**src/rtl/ps2_pkg.sv**
```systemverilog
// Shared types and constants for the PS/2 host-to-device transmitter.
package ps2_pkg;

  typedef enum logic [2:0] {
    IDLE,
    INHIBIT,
    START,
    ACK,
    WAIT_IDLE
  } ps2State;

  // Device clock falling edges per transfer, including the ACK edge.
  localparam int unsigned FRAME_LEN = 11;

  localparam logic [7:0] CMD_SET_LED = 8'hED;
  localparam logic [7:0] CMD_ECHO    = 8'hEE;
  localparam logic [7:0] CMD_ENABLE  = 8'hF4;
  localparam logic [7:0] CMD_RESEND  = 8'hFE;
  localparam logic [7:0] CMD_RESET   = 8'hFF;

  // Bits shifted out after the start bit, LSB first: data, odd parity, stop.
  function automatic logic [9:0] makeFrame(input logic [7:0] d);
    return {1'b1, ~^d, d};
  endfunction

endpackage

```
**src/rtl/ps2_host_tx_if.sv**
```systemverilog
// Command handshake and transfer status between game logic and the PS/2 transmitter.
interface ps2_host_tx_if;
  logic [7:0] tx_data;
  logic       tx_valid;
  logic       tx_ready;
  logic       busy;
  logic       done;
  logic       ack_err;
  logic       timeout_err;

  modport master (
    output tx_data, tx_valid,
    input  tx_ready, busy, done, ack_err, timeout_err
  );

  modport slave (
    input  tx_data, tx_valid,
    output tx_ready, busy, done, ack_err, timeout_err
  );
endinterface

```
**src/rtl/ps2_sync_edge.sv**
```systemverilog
// Input synchroniser (preset to 1, the idle level of a PS/2 line) with an
// optional falling-edge detector on the synchronised output.
module ps2_sync_edge #(
  parameter int unsigned SYNC_STAGES = 2,
  parameter bit          EDGE_EN     = 1'b1
) (
  input  logic clk,
  input  logic rst,
  input  logic din,
  output logic dout,
  output logic fall
);

  logic [SYNC_STAGES-1:0] syncQ;
  logic [SYNC_STAGES:0]   shifted;

  assign shifted = {syncQ, din};
  assign dout    = syncQ[SYNC_STAGES-1];

  // Shift the raw pin through the synchroniser chain.
  always_ff @(posedge clk or negedge rst) begin
    if (!rst) begin
      syncQ <= '1;
    end else begin
      syncQ <= shifted[SYNC_STAGES-1:0];
    end
  end

  if (EDGE_EN) begin : gEdge
    logic prevQ;

    // Remember the previous synchronised level for edge detection.
    always_ff @(posedge clk or negedge rst) begin
      if (!rst) begin
        prevQ <= 1'b1;
      end else begin
        prevQ <= dout;
      end
    end

    assign fall = prevQ & ~dout;
  end else begin : gNoEdge
    assign fall = 1'b0;
  end

endmodule

```
**src/rtl/ps2_host_tx.sv**
```systemverilog
// PS/2 host-to-device command transmitter with open-drain line enables.
// Optional macro PS2_TX_RETRY_EN: retry once (silently) after the first
// ACK error or timeout of a transfer before reporting the failure.
module ps2_host_tx
  import ps2_pkg::*;
#(
  parameter int unsigned INHIBIT_CYCLES = 10000,
  parameter int unsigned TIMEOUT_CYCLES = 2000000,
  parameter int unsigned SYNC_STAGES    = 2
) (
  input  logic         clk,
  input  logic         rst,
  ps2_host_tx_if.slave txIf,
  input  logic         ps2_clk_i,
  input  logic         ps2_data_i,
  output logic         ps2_clk_oe,
  output logic         ps2_data_oe
);

  localparam int unsigned     INH_W     = $clog2(INHIBIT_CYCLES + 1);
  localparam int unsigned     TO_W      = $clog2(TIMEOUT_CYCLES + 1);
  localparam logic [INH_W-1:0] INH_LAST = INH_W'(INHIBIT_CYCLES - 1);
  localparam logic [INH_W-1:0] INH_PRE  = INH_W'(INHIBIT_CYCLES - 2);
  localparam logic [TO_W-1:0]  TO_LAST  = TO_W'(TIMEOUT_CYCLES - 1);
  localparam logic [3:0]       STOP_IDX = 4'(FRAME_LEN - 2);
  // With a one-cycle inhibit the start bit must already be driven on entry.
  localparam logic             START_NOW = (INHIBIT_CYCLES == 1);

  ps2State          stateQ, stateD;
  logic [INH_W-1:0] inhCntQ, inhCntD;
  logic [TO_W-1:0]  toCntQ, toCntD;
  logic [3:0]       bitCntQ, bitCntD;
  logic [9:0]       frameQ, frameD;
  logic             dataOeQ, dataOeD;
  logic             doneQ, doneD;
  logic             ackErrQ, ackErrD;
  logic             toErrQ, toErrD;
  logic             failAck, failTo;
`ifdef PS2_TX_RETRY_EN
  logic             retryQ, retryD;
`endif

  logic clkSync, clkFall;
  logic dataSync, dataFallUnused;

  ps2_sync_edge #(
    .SYNC_STAGES(SYNC_STAGES),
    .EDGE_EN    (1'b1)
  ) uClkSync (
    .clk (clk),
    .rst (rst),
    .din (ps2_clk_i),
    .dout(clkSync),
    .fall(clkFall)
  );

  ps2_sync_edge #(
    .SYNC_STAGES(SYNC_STAGES),
    .EDGE_EN    (1'b0)
  ) uDataSync (
    .clk (clk),
    .rst (rst),
    .din (ps2_data_i),
    .dout(dataSync),
    .fall(dataFallUnused)
  );

  // State, counters, latched frame and registered line/status outputs.
  always_ff @(posedge clk or negedge rst) begin
    if (!rst) begin
      stateQ  <= IDLE;
      inhCntQ <= '0;
      toCntQ  <= '0;
      bitCntQ <= '0;
      frameQ  <= '0;
      dataOeQ <= 1'b0;
      doneQ   <= 1'b0;
      ackErrQ <= 1'b0;
      toErrQ  <= 1'b0;
    end else begin
      stateQ  <= stateD;
      inhCntQ <= inhCntD;
      toCntQ  <= toCntD;
      bitCntQ <= bitCntD;
      frameQ  <= frameD;
      dataOeQ <= dataOeD;
      doneQ   <= doneD;
      ackErrQ <= ackErrD;
      toErrQ  <= toErrD;
    end
  end

`ifdef PS2_TX_RETRY_EN
  // Marks that the current transfer has already used its one retry.
  always_ff @(posedge clk or negedge rst) begin
    if (!rst) begin
      retryQ <= 1'b0;
    end else begin
      retryQ <= retryD;
    end
  end
`endif

  // Next-state, bit sequencing, timeout and failure handling.
  always_comb begin
    stateD  = stateQ;
    inhCntD = inhCntQ;
    toCntD  = toCntQ;
    bitCntD = bitCntQ;
    frameD  = frameQ;
    dataOeD = dataOeQ;
    doneD   = 1'b0;
    ackErrD = 1'b0;
    toErrD  = 1'b0;
    failAck = 1'b0;
    failTo  = 1'b0;
`ifdef PS2_TX_RETRY_EN
    retryD  = retryQ;
`endif

    unique case (stateQ)
      IDLE: begin
        dataOeD = 1'b0;
        if (txIf.tx_valid) begin
          frameD  = makeFrame(txIf.tx_data);
          inhCntD = '0;
          dataOeD = START_NOW;
          stateD  = INHIBIT;
`ifdef PS2_TX_RETRY_EN
          retryD  = 1'b0;
`endif
        end
      end
      INHIBIT: begin
        // Device clock edges are ignored here: the host is holding the clock.
        inhCntD = inhCntQ + 1'b1;
        if (inhCntQ == INH_PRE) begin
          dataOeD = 1'b1;
        end
        if (inhCntQ == INH_LAST) begin
          bitCntD = '0;
          toCntD  = '0;
          stateD  = START;
        end
      end
      START: begin
        if (clkFall) begin
          dataOeD = ~frameQ[bitCntQ];
          bitCntD = bitCntQ + 4'd1;
          if (bitCntQ == STOP_IDX) begin
            stateD = ACK;
          end
        end
      end
      ACK: begin
        if (clkFall) begin
          if (dataSync) begin
            failAck = 1'b1;
          end else begin
            stateD = WAIT_IDLE;
          end
        end
      end
      WAIT_IDLE: begin
        if (clkSync && dataSync) begin
          doneD  = 1'b1;
          stateD = IDLE;
        end
      end
      default: stateD = IDLE;
    endcase

    // Device-clock watchdog; the counter value counts cycles since the last edge.
    if (stateQ == START || stateQ == ACK || stateQ == WAIT_IDLE) begin
      toCntD = clkFall ? TO_W'(1) : toCntQ + 1'b1;
      if (!clkFall && !doneD && toCntQ == TO_LAST) begin
        failTo = 1'b1;
      end
    end

    if (failAck || failTo) begin
      dataOeD = 1'b0;
`ifdef PS2_TX_RETRY_EN
      if (!retryQ) begin
        retryD  = 1'b1;
        inhCntD = '0;
        dataOeD = START_NOW;
        stateD  = INHIBIT;
      end else begin
        ackErrD = failAck;
        toErrD  = failTo;
        stateD  = IDLE;
      end
`else
      ackErrD = failAck;
      toErrD  = failTo;
      stateD  = IDLE;
`endif
    end
  end

  // Clock enable follows the state so a reset releases it immediately.
  always_comb begin
    ps2_clk_oe       = (stateQ == INHIBIT);
    ps2_data_oe      = dataOeQ;
    txIf.tx_ready    = (stateQ == IDLE);
    txIf.busy        = (stateQ != IDLE);
    txIf.done        = doneQ;
    txIf.ack_err     = ackErrQ;
    txIf.timeout_err = toErrQ;
  end

endmodule

```
**src/flat_wrapper.sv**
```systemverilog
// flat-port wrapper written by rule: the top's interface ports become plain ports
module ps2_host_tx_flat import ps2_pkg::*;
#(
  parameter int unsigned INHIBIT_CYCLES = 10000,
  parameter int unsigned TIMEOUT_CYCLES = 2000000,
  parameter int unsigned SYNC_STAGES    = 2
)
  (clk, rst, ps2_clk_i, ps2_data_i, ps2_clk_oe, ps2_data_oe, txIf_tx_data, txIf_tx_valid, txIf_tx_ready, txIf_busy, txIf_done, txIf_ack_err, txIf_timeout_err);
  ps2_host_tx_if txIf_i ();
  input  logic clk;
  input  logic rst;
  input  logic ps2_clk_i;
  input  logic ps2_data_i;
  output logic ps2_clk_oe;
  output logic ps2_data_oe;
  input wire logic [$bits(txIf_i.tx_data)-1:0] txIf_tx_data;
  input wire logic [$bits(txIf_i.tx_valid)-1:0] txIf_tx_valid;
  output wire logic [$bits(txIf_i.tx_ready)-1:0] txIf_tx_ready;
  output wire logic [$bits(txIf_i.busy)-1:0] txIf_busy;
  output wire logic [$bits(txIf_i.done)-1:0] txIf_done;
  output wire logic [$bits(txIf_i.ack_err)-1:0] txIf_ack_err;
  output wire logic [$bits(txIf_i.timeout_err)-1:0] txIf_timeout_err;
  assign txIf_i.tx_data = txIf_tx_data;
  assign txIf_i.tx_valid = txIf_tx_valid;
  assign txIf_tx_ready = txIf_i.tx_ready;
  assign txIf_busy = txIf_i.busy;
  assign txIf_done = txIf_i.done;
  assign txIf_ack_err = txIf_i.ack_err;
  assign txIf_timeout_err = txIf_i.timeout_err;
  ps2_host_tx #(.INHIBIT_CYCLES(INHIBIT_CYCLES), .TIMEOUT_CYCLES(TIMEOUT_CYCLES), .SYNC_STAGES(SYNC_STAGES)) u_core (.clk(clk), .rst(rst), .txIf(txIf_i), .ps2_clk_i(ps2_clk_i), .ps2_data_i(ps2_data_i), .ps2_clk_oe(ps2_clk_oe), .ps2_data_oe(ps2_data_oe));
endmodule
```
**config.mk**
```make
export PLATFORM = sky130hd
export DESIGN_NAME = ps2_host_tx_flat
export DESIGN_NICKNAME = d
export VERILOG_FILES = /design/src/rtl/ps2_pkg.sv /design/src/rtl/ps2_host_tx_if.sv /design/src/rtl/ps2_sync_edge.sv /design/src/rtl/ps2_host_tx.sv /design/src/flat_wrapper.sv
export SDC_FILE = /design/constraint.sdc
export NUM_CORES = 1
export LEC_CHECK = 0
export ABC_AREA = 1
export CAP_MARGIN = 10
export CORE_ASPECT_RATIO = 0.6
export CORE_MARGIN = 2
export CORE_UTILIZATION = 54
export DETAILED_ROUTE_END_ITERATION = 8
export GPL_TIMING_DRIVEN = 1
export PLACE_DENSITY_LB_ADDON = 0.3
export REMOVE_ABC_BUFFERS = 1
export SLEW_MARGIN = 5
export SYNTH_ARGS = -nofsm -noshare
export SYNTH_HDL_FRONTEND = slang
export SYNTH_HIERARCHICAL = 1
export SYNTH_SLANG_ARGS = --single-unit
```
**constraint.sdc**
```tcl
create_clock -name clk -period 1.37 [get_ports clk]
set_input_delay 0.2055 -clock clk [delete_from_list [all_inputs] [get_ports clk]]
set_output_delay 0.2055 -clock clk [all_outputs]
set_load 0.1 [all_outputs]
```
; ---- Yosys cells after proc, flatten, opt, wreduce, memory -nomap -nowiden
; Index checks and enable logic that the tools add are counted.
[word_totals]
reg_bits = 61
out_inout_bits = 7
in_bits = 13
elab_cells = 93
[classes]
reduce_logical = 22
muxes = 33
addsub = 3
order_cmp = 1
n_bitwise = 3
eq_ne = 19
[ops]
columns = cell, n
row1 = $mux 21, 4
row2 = $eq 14x14->1 const B, 2
row3 = $pmux 14 s2, 1
row4 = $mux 3, 8
row5 = $add 21x1->21 const B, 1
row6 = $eq 21x21->1 const B, 1
row7 = $ne 3x2->1 const B, 5
row8 = $pmux 3 s5, 1
row9 = $add 14x1->14 const B, 1
row10 = $mux 14, 1
row11 = $mux 1, 13
row12 = $mux 4, 2
row13 = $pmux 4 s2, 1
row14 = $reduce_bool 2->1, 4
row15 = $reduce_xnor 8->1, 1
row16 = $reduce_and 7->1, 1
row17 = $eq 3x2->1 const B, 2
row18 = $ne 3x1->1 const B, 2
row19 = $reduce_and 2->1, 3
row20 = $reduce_and 3->1, 2
row21 = $lt 4x5->1 const B, 1
row22 = $add 4x1->4 const B, 1
row23 = $bmux 1 s4, 1
row24 = $eq 4x4->1 const B, 1
row25 = 14 further kinds, 21

; ---- Depth between registers and ports, before layout
[depth]
depth_word = 11
mapped_depth = 12
ltp_nobuf = 12

; ---- Modules after synthesis
; The synthesis kept the hierarchy.
[modules_own_cells]
columns = mod, seq_area_each_um2, instances, cells_each, area_per_inst_um2
row1 = ps2_host_tx, 1401.3, 1, 445, 3370.7
row2 = ps2_sync_edge (u_core.uClkSync), 78.8, 1, 5, 88.8
row3 = ps2_sync_edge (u_core.uDataSync), 52.6, 1, 4, 63.8

; ---- Least setup slack after synthesis
; Ideal clock, no wire load.
[synth_path]
path_type = register -> output
startpoint = register u_core.stateQ[1]
endpoint = output port txIf_tx_ready
stages_incl_launch_ff = 4
arrival_ps = 1758
path_slack_ps = -594
path_buffers = 0
required_time_ps = 1165
cell_sequence = dfrtp_1 nor2_2 nand2_2 inv_1
[synth_between]
elab_chain_len = 1
[synth_lines]
columns = element, line
row1 = from (decl), ps2_host_tx.sv:29  ; ps2State stateQ, stateD;
row2 = from (signal assigned), ps2_host_tx.sv:81  ; stateQ <= stateD;
row3 = $logic_not 3->1, ps2_host_tx.sv:206  ; txIf.tx_ready = (stateQ == IDLE);
row4 = to (decl), flat_wrapper.sv:18  ; output wire logic [$bits(txIf_i.tx_ready)-1:0] txIf_tx_ready;
; No other way between the ends.

; ---- Worst setup path after layout
[layout_path]
startpoint = register u_core.toCntQ[6]
endpoint = register u_core.toCntQ[14]
[layout_between]
elab_chain_len = 3
[layout_lines]
columns = element, line
row1 = from (decl), ps2_host_tx.sv:31  ; logic [TO_W-1:0] toCntQ, toCntD;
row2 = from (signal assigned), ps2_host_tx.sv:83  ; toCntQ <= toCntD;
row3 = $add 21x1->21, ps2_host_tx.sv:175  ; toCntD = clkFall ? TO_W'(1) : toCntQ + 1'b1;
row4 = $mux 21, ps2_host_tx.sv:175
row5 = $mux 21, ps2_host_tx.sv:174  ; if (stateQ == START || stateQ == ACK || stateQ == WAIT_IDLE) begin
; No other way between the ends.
; A chain may end at the register's enable or synchronous reset.

==> results by group <==
Timing
  – Setup-failing EPs final: 58
  – Measured slew at the worst slew-check pin: 336 ps
  – Max-slew violations: 0
  – Fmax: 533 MHz
  – Worst Slack Setup Final: -507 ps
  – Worst Skew: 15.5 ps
  – Setup repair after global routing missed its margin: true
  – Final Hold Viols: 0
  – Tmin final: 1880 ps
  – Fin crit share: 137%
  – Worst slew margin: 77.5%

Detailed routing
  – Via density: 6.37
  – DRC Markers: 0
  – Wire per inst: 21.5 µm
  – Final ANT Viol Nets: 0
  – Via count: 4236
  – First-pass DRT Iterations: 7
  – Initial DRC count: 807
  – Total routed wirelength: 14.3 mm

Global routing
  – Grt ovf: 0
  – Vias in the first global route: 3665
  – Largest net degree at the start of global routing: 62
  – First-pass GRT wire length: 17.3 mm
  – Initial antenna violation count: 0
  – GRT Util Overall: 31.7%

Power and ir drop
  – Int Power: 5.53 mW
  – Static Leak: 2.46 nW
  – Logic pwr share: 62.1%
  – Power Density: 1950 nW/µm²
  – Clk pwr share: 14.1%
  – Sequential power share: 23.8%
  – NetSw: 4.97 mW
  – Switch share: 47.3%
  – Maximum vdd drop: 0.00134 V

Synthesis
  – Average instance area after synthesis: 7.77 µm²
  – Synthesized area: 3510 µm²
  – Ys Warns: 6
  – Cells after Synth: 452

Clock tree
  – Clock latency on the worst-skew pair: 360 ps
  – Clk slew on worst S/H paths: 80 ps
  – # H-tree levels: 3
  – CTS tree: yes
  – Sink Count: 61
  – CTS Root Cell: clkbuf_8
  – CTS Buffer Depth: 2
  – Number of CTS-inserted buffers: 9

Worst setup path
  – Critical Path End Type: register
  – CP Class: reg -> reg
  – Crit-path max cell delay: 460 ps
  – Delay-heaviest family, CP: simple AND/OR/NAND/NOR gates
  – WP data required: 1600 ps
  – Critical-path top delay cell: dfrtp_1
  – Critical path arrival: 2110 ps
  – WP buf/inv: 1
  – CP Cell Sequence: nand2_1, nor2_1, nand2_2, nor2_4, nand3_1, inv_1, a21oi_1, o21ai_1, nand2_1
  – Startpoint type of the worst setup path: register
  – CP most frequent cell: nand2_1
  – Crit Path Max Fanout: 4

Placed design
  – GPL Wtd Cong: 0.915
  – # port buffers: 19
  – DP HPWL: 6.49 mm
  – Placed Cells: 625
  – Post-DP Area: 4430 µm²
  – Worst slack at placement: -265 ps

Die
  – CORE AREA: 6190 µm²
  – I/O pin cnt: 20
  – Total die area: 7190 µm²
  – Die W: 108 µm
  – Row cnt: 22
  – Initial Utilization: 56.7%
  – Die H: 66.5 µm

Run
  – Max-cap viol count: 0

Cells and area
  – Antenna fix cells: 0
  – Fillers: 259
  – Layout overhead on the synthesized area: 53.3%
  – Non-filler instance count after layout: 665
  – Fin area: 5390 µm²
  – Fraction of layout cells with a size suffix above 1: 44.4%
  – Post-layout nets: 594

Min path
  – HP Class: in -> reg

Run status
  – Status: complete, but fails checks
  – Failing checks: negative setup slack
-- state kept, by name, indices dropped and copies added (netlist names) --
register                     count
u_core/bitCntQ                   4
u_core/frameQ                   10
u_core/inhCntQ                  14
u_core/ps2_data_oe               1
u_core/stateQ                    3
u_core/toCntQ                   21
u_core/txIf.ack_err              1
u_core/txIf.done                 1
u_core/txIf.timeout_err          1
u_core/uClkSync/gEdge.prevQ      1
u_core/uClkSync/syncQ            2
u_core/uDataSync/syncQ           2
-- layout make-up --
type / count / area [µm²] / share of cell area [%]
repair buffers: 120 / 1150 / 21.4
clock inverters: 1 / 5.00 / 0.0929
clock buffers: 15 / 166 / 3.09
flip-flops and latches: 61 / 1540 / 28.5
multi-input cells: 318 / 2140 / 39.8
inverters: 66 / 275 / 5.11
well taps: 84 / 105 / 1.95
-- cells in the final DEF, fill, tap and decap left out, types with 8 or more instances in the layout --
cell type / instances
nand2_1: 83
buf_4: 75
dfrtp_1: 53
inv_1: 49
nor2_1: 31
buf_6: 20
nand3_1: 20
o21ai_2: 19
nand2_2: 18
o21ai_1: 14
nor2_4: 13
a21oi_1: 12
clkbuf_8: 11
clkdlybuf4s50_1: 11
nor2_2: 11
nand3_2: 11
buf_12: 10
inv_2: 10
nand2_4: 9
a21oi_2: 9
nand4_1: 8
o21ai_0: 8
xnor2_1: 8
-- stage by stage --
step	power (mW)	hold slack, ps	setup TNS, ps	util, %
4_1_cts	8.96	246	-4830	80.2
6_report	10.5	259	-13710	86.9
3_5_place_dp	6.73	256	-3370	71.6
5_1_grt	10.8	251	-17160	86.9
3_3_place_gp	6.56	237	-1270	71.6
2_1_floorplan	4.84	-90.1	-24390	-
-- power groups by stage --
stage          Combinational (mW)  Sequential [mW]  Clock (mW)
2_1_floorplan                2.26             2.58           0
3_3_place_gp                 4.16             2.40           0
3_5_place_dp                 4.32             2.41           0
4_1_cts                      5.08             2.40        1.49
5_1_grt                      6.74             2.52        1.58
6_report                     6.52             2.50        1.48
-- worst register-to-register path, delay by kind of cell (launching register included) --
family	cells	cell delay, ps
AOI/OAI and AO/OA	2	200
buffers and inverters	1	120
DFF	1	460
and+or+nand+nor	6	970
-- what timing repair did --
action,in CTS,in global routing
buffers inserted,15,10
resized for setup,78,94
pin swaps,27,37
setup endpoints to repair,45,56
gates cloned,1,2
hold endpoints to repair,56,0
hold buffers,1,0
-- path summary, 6_finish.rpt --
check	start	endpoint	slack, ps	cells after the start
min in group asynchronous	rst	u_core/toCntQ[19]	410	3
worst min-delay path	ps2_clk_i	u_core/uClkSync/syncQ[0]	260	1
max in group asynchronous	rst	u_core/uDataSync/syncQ[0]	660	3
worst max-delay path	u_core/toCntQ[6]	u_core/toCntQ[14]	-510	9
worst min register to register	u_core/uDataSync/syncQ[0]	u_core/uDataSync/syncQ[1]	360	0
worst max register to register	u_core/toCntQ[6]	u_core/toCntQ[14]	-510	9
-- per-layer routing --
metal | global-route usage, % | wire length [µm] | vias to the layer above
li1 | - | - | 1712
met5 | 0 | 0 | -
met2 | 51.3 | 6220 | 418
met4 | 14.9 | 1100 | 0
met1 | 40.8 | 5190 | 1965
met3 | 7.24 | 1770 | 141
Note: power is estimated with default switching activity, not from simulation.
